--- src/rtl/beat_link_pkg.sv ---
// Shared types for the narrow-beat port link: deserializer state encoding,
// drop counter width and the per-frame status record.
package beat_link_pkg;

    typedef enum logic [1:0] {
        IDLE,
        COLLECT,
        HOLD,
        DRAIN
    } deser_state_e;

    localparam int DROP_CNT_W = 16;

    typedef struct packed {
        logic err;
        logic long_frame;
    } frame_status_t;

endpackage

--- src/rtl/beat_shift_reg.sv ---
// Slice-indexed frame register: beat k lands in slice k, and writing slice 0
// clears every other slice so a new frame never carries stale bytes.
module beat_shift_reg #(
    parameter  int BEAT_W = 8,
    parameter  int BEATS  = 8,
    localparam int IDX_W  = $clog2(BEATS) + 1,
    localparam int WORD_W = BEAT_W * BEATS
) (
    input  logic              clk,
    input  logic              rst,
    input  logic              wrEn,
    input  logic [IDX_W-1:0]  wrIdx,
    input  logic [BEAT_W-1:0] wrBeat,
    output logic [WORD_W-1:0] frameWord
);

    logic [WORD_W-1:0] nextWord;

    always_comb begin
        nextWord = (wrIdx == '0) ? '0 : frameWord;
        for (int k = 0; k < BEATS; k++) begin
            if (wrIdx == IDX_W'(k)) begin
                nextWord[k*BEAT_W +: BEAT_W] = wrBeat;
            end
        end
    end

    always_ff @(posedge clk) begin
        if (rst) begin
            frameWord <= '0;
        end else if (wrEn) begin
            frameWord <= nextWord;
        end
    end

endmodule

--- src/rtl/beat_frame_deserializer.sv ---
// Reassembles BEATS narrow beats into one frame, flags short/long framing
// errors and discards the tail of over-long frames while counting drops.
module beat_frame_deserializer
    import beat_link_pkg::*;
#(
    parameter  int BEAT_W = 8,
    parameter  int BEATS  = 8,
    localparam int WORD_W = BEAT_W * BEATS
) (
    input  logic                  clk,
    input  logic                  rst,
    input  logic                  s_valid,
    output logic                  s_ready,
    input  logic [BEAT_W-1:0]     s_data,
    input  logic                  s_last,
    output logic                  m_valid,
    input  logic                  m_ready,
    output logic [WORD_W-1:0]     m_data,
    output logic                  m_err,
    output logic [DROP_CNT_W-1:0] drop_cnt
);

    localparam int IDX_W = $clog2(BEATS) + 1;
    localparam logic [IDX_W-1:0] LAST_IDX = IDX_W'(BEATS - 1);

    deser_state_e          state, stateNext;
    logic [IDX_W-1:0]      beatIdx, beatIdxNext;
    frame_status_t         status, statusNext;
    logic [DROP_CNT_W-1:0] dropCnt, dropCntNext;
    logic                  beatAcc;

    assign s_ready  = (state == COLLECT) || (state == DRAIN);
    assign m_valid  = (state == HOLD);
    assign beatAcc  = s_valid && s_ready;
    assign m_err    = status.err;
    assign drop_cnt = dropCnt;

    beat_shift_reg #(
        .BEAT_W(BEAT_W),
        .BEATS (BEATS)
    ) u_shiftReg (
        .clk      (clk),
        .rst      (rst),
        .wrEn     ((state == COLLECT) && beatAcc),
        .wrIdx    (beatIdx),
        .wrBeat   (s_data),
        .frameWord(m_data)
    );

    always_ff @(posedge clk) begin
        if (rst) begin
            state   <= IDLE;
            beatIdx <= '0;
            status  <= '0;
            dropCnt <= '0;
        end else begin
            state   <= stateNext;
            beatIdx <= beatIdxNext;
            status  <= statusNext;
            dropCnt <= dropCntNext;
        end
    end

    always_comb begin
        stateNext   = state;
        beatIdxNext = beatIdx;
        statusNext  = status;
        dropCntNext = dropCnt;
        case (state)
            IDLE: begin
                stateNext = COLLECT;
            end
            COLLECT: begin
                if (beatAcc) begin
                    // A frame closes on s_last or on the final slot, whichever comes first.
                    if (s_last || (beatIdx == LAST_IDX)) begin
                        stateNext             = HOLD;
                        statusNext.err        = !(s_last && (beatIdx == LAST_IDX));
                        statusNext.long_frame = !s_last;
                    end else begin
                        beatIdxNext = beatIdx + IDX_W'(1);
                    end
                end
            end
            HOLD: begin
                if (m_ready) begin
                    stateNext   = status.long_frame ? DRAIN : COLLECT;
                    beatIdxNext = '0;
                end
            end
            DRAIN: begin
                if (beatAcc) begin
                    if (dropCnt != '1) begin
                        dropCntNext = dropCnt + DROP_CNT_W'(1);
                    end
                    if (s_last) begin
                        stateNext = COLLECT;
                    end
                end
            end
            default: begin
                stateNext = IDLE;
            end
        endcase
    end

    // Handshake stability obligations on both streams.
    assert property (@(posedge clk) disable iff (rst)
        (s_valid && !s_ready) |=> ($stable(s_data) && $stable(s_last)));

    assert property (@(posedge clk) disable iff (rst)
        (m_valid && !m_ready) |=> ($stable(m_data) && $stable(m_err)));

endmodule
--- config.mk ---
export PLATFORM = sky130hd
export DESIGN_NAME = beat_frame_deserializer
export DESIGN_NICKNAME = d
export VERILOG_FILES = /design/src/rtl/beat_link_pkg.sv /design/src/rtl/beat_shift_reg.sv /design/src/rtl/beat_frame_deserializer.sv
export SDC_FILE = /design/constraint.sdc
export NUM_CORES = 1
export LEC_CHECK = 0
export BUFFER_PORTS_ARGS = -buffer_cell sky130_fd_sc_hd__buf_4
export CAP_MARGIN = 0
export CORE_ASPECT_RATIO = 1.2
export CORE_UTILIZATION = 53
export CTS_CLUSTER_DIAMETER = 30
export DETAILED_ROUTE_END_ITERATION = 6
export GPL_TIMING_DRIVEN = 0
export PLACE_DENSITY = 0.78
export SYNTH_ARGS = -nofsm -noshare
export SYNTH_HDL_FRONTEND = slang
export SYNTH_SLANG_ARGS = --single-unit
export TNS_END_PERCENT = 20
--- constraint.sdc ---
create_clock -name clk -period 2.3 [get_ports clk]
set_input_delay 0.23 -clock clk [delete_from_list [all_inputs] [get_ports clk]]
set_output_delay 0.23 -clock clk [all_outputs]
set_load 0.01 [all_outputs]
==> impl_metrics.tcl <==
set metrics [dict create \
    antennaDiodeCount 0 \
    cp-start-kind "register" \
    clockPowerShare 0.341 \
    synth-simple-area-share 0.255 \
    ctsHtreeMaxLevel 3 \
    overflow 0 \
    criticalPathCategory "register to register" \
    globalRouteTotalUtil 0.277 \
    synth_fa_ha_area_frac 0.0266 \
    synthCells 459 \
    synth.area.top_cells "dfxtp_1, a21oi_1, nand2_1" \
    first_global_vias 3384 \
    antenna_found_initial 0 \
    synth_compound_area_frac 0.177 \
    finClkSkew_ns 0.00674 \
    final_layout_size_suffix_gt1_frac 0.211 \
    synth_cell_types 42 \
    status "finished clean" \
    die_area_mm2 0.00744 \
    clock-root-buffer "clkbuf_8" \
    fin_crit_sh 0.950 \
    syn_to_final_growth_pct 27.0 \
    clock.fmax_mhz 458 \
    synth-seq-area-share 0.468 \
    clock_sinks 88 \
    relSlewSlack 0.538 \
    synth_mux_area_frac 0.0243 \
    synth_top_area_frac 0.468 \
    layout_min_cycle_time_ns 2.18 \
    synth_area_mm2 0.00376 \
    port_buffers 86 \
    synth.most_common_cell "dfxtp_1" \
    core_area_mm2 0.00685 \
    start_util 0.549 \
    power_frac_seq 0.477 \
    die_h_um 94.3 \
    synth_edf_count 0 \
    insertion_delay_ns 0.35 \
    synth_top_family_by_area "simple AND/OR/NAND/NOR gates" \
    rsz0062_at_grt "yes" \
    max_stage_delay_ns 0.53 \
    swShare 0.283 \
    row_count 33 \
    die_w_um 78.9 \
    vias_per_cell 5.90 \
    critical_path.top_delay_family "simple AND/OR/NAND/NOR gates" \
    pwr_density_cell_mw_per_mm2 699 \
    setup_viol 0 \
    post-place-ws_ns -0.324 \
    timing.final.ws_setup_ns 0.115 \
    p_int_uw 2400 \
    hold_viol 0 \
    cts_tree "built" \
    wire_per_inst_um 15.7 \
    drv_cap 0 \
    drt-initial-drc-count 330 \
    critPathCaptureType "register" \
    fin_nets 577 \
    pin_count 96 \
    synth_top_flop_cell "dfxtp_1" \
    firstDrtPassIters 5 \
    min_from "s_last" \
    yosys-top-cells-count "dfxtp_1, a21oi_1, nand2_1" \
    worstPathArrival_ns 2.46 \
    total_power_uw 3340 \
    post-route-drc-count 0 \
    syn-num-nets 480 \
    critPathLaunch "drop_cnt[1]" \
    wl_mm 10.2 \
    cp.required_ns 2.57 \
    synth-xor-area-share 0 \
    crit_slowest_cell "or4_1" \
    ir_worst_vdd_uv 454 \
    numCtsBuffers 9 \
    p_leak_uw 0.00180 \
    ys_ff_latch 88 \
    pwr-share-comb 0.182 \
    cts.path.max_buffers 2 \
    synth_top_cell_by_area "dfxtp_1" \
    grt_pass1_wl_mm 16.2 \
    vias 3814 \
    path_max_fanout 8 \
    switchingPower_uw 944 \
    synth_warnings 0 \
    grt_max_degree 14 \
    synth_area_per_cell_um2 8.20 \
    slew_violations 0 \
    cts.clk_slew.worst_paths_ns 0.08 \
    gp_congestion 0.911 \
    worstReg2RegStart "drop_cnt[1]" \
    worstHoldPathType "input port to register" \
    async_reset_ff_frac 0 \
    hpwl_mm 7.24 \
    worstMarginPinSlew_ns 0.683 \
    critPathBufInv 1 \
    drtAntennaViolNets 0 \
    path_cells "ha_1 -> nand4_1 -> or3_1 -> clkbuf_1 -> or4_1 -> a21oi_1" \
]
## cell usage in the layout (no fill, tap or decap), types with 2 or more instances in the layout
cell,count
inv_1,9
buf_2,2
or4_1,6
o211ai_1,3
o31ai_1,5
clkbuf_1,33
clkbuf_8,10
or3_1,10
buf_4,88
o311ai_0,3
nand2_1,65
nor3_1,5
ha_1,7
o311a_1,2
o41ai_1,3
a22o_1,2
clkbuf_2,3
nand2_2,2
and3b_1,2
mux2i_1,8
a22oi_2,2
nand4_1,31
a21oi_1,71
o21bai_1,2
nor2_1,16
nand3_1,41
and2_1,3
a211oi_1,4
o21ai_0,12
bufinv_16,2
dfxtp_1,87
## final cells by class
class	count	area, um^2
repair buffers	88	661
plain buffers	38	149
clock inverters	3	67.6
clock buffers	11	141
inverters	9	33.8
multi-input cells	322	1860
flip-flops and latches	88	1760
fillers	581	2070
well taps	87	109
## timing repair
item / CTS / global route
hold endpoints to repair: 0 / 0
gates resized for setup: 5 / 8
pin swaps: 0 / 1
hold buffers: 0 / 0
gates cloned: 0 / 0
setup endpoints to repair: 20 / 52
buffers inserted: 0 / 2
## worst paths after layout
path	endpoint	slack [ns]	cells after the start
setup / recovery	drop_cnt[10]	0.12	6
hold / removal	status[0]	0.13	2
setup reg to reg	drop_cnt[10]	0.12	6
hold reg to reg	u_shiftReg.frameWord[28]	0.45	2
## metrics by stage
| step | instance area (um^2) | util | hold WS, ns | TNS (ns) | std cells |
|---|---|---|---|---|---|
| 2_1_floorplan | 3760 | - | 0.326 | 0 | 459 |
| 3_3_place_gp | 4520 | 0.659 | 0.441 | -3.46 | 632 |
| 3_5_place_dp | 4520 | 0.659 | 0.445 | -4.06 | 632 |
| 4_1_cts | 4750 | 0.693 | 0.119 | -0.0514 | 646 |
| 5_1_grt | 4780 | 0.697 | 0.131 | -0.00957 | 646 |
| 6_report | 4780 | 0.697 | 0.131 | 0 | 646 |
## flip-flops by register name, indices dropped and copies added (netlist names)
name,cells
drop_cnt,16
u_shiftReg.frameWord,64
state,2
beatIdx,4
status,1
m_err,1
## layer usage
| layer | GRT usage | wire length (um) |
|---|---|---|
| met3 | 0.0515 | 559 |
| met1 | 0.337 | 4200 |
| met5 | 0 | 0 |
| met4 | 0.0879 | 142 |
| met2 | 0.493 | 5250 |
## power by group through the flow
stage          sequential (uW)  combinational, uW  clock (uW)
6_report                  1590                609        1140
5_1_grt                   1600                670        1210
4_1_cts                   1590                590        1150
3_5_place_dp              1630                581           0
3_3_place_gp              1630                564           0
2_1_floorplan             1630                386           0
## cells by family (layout without fill, tap and decap cells)
group / count (synthesis) / in the layout
buf+inv: 49 / 149
simple gates: 191 / 191
compound gates: 114 / 114
flops: 88 / 88
mux: 9 / 9
fa+ha+maj: 8 / 8
(Power assumes the default switching activity.)
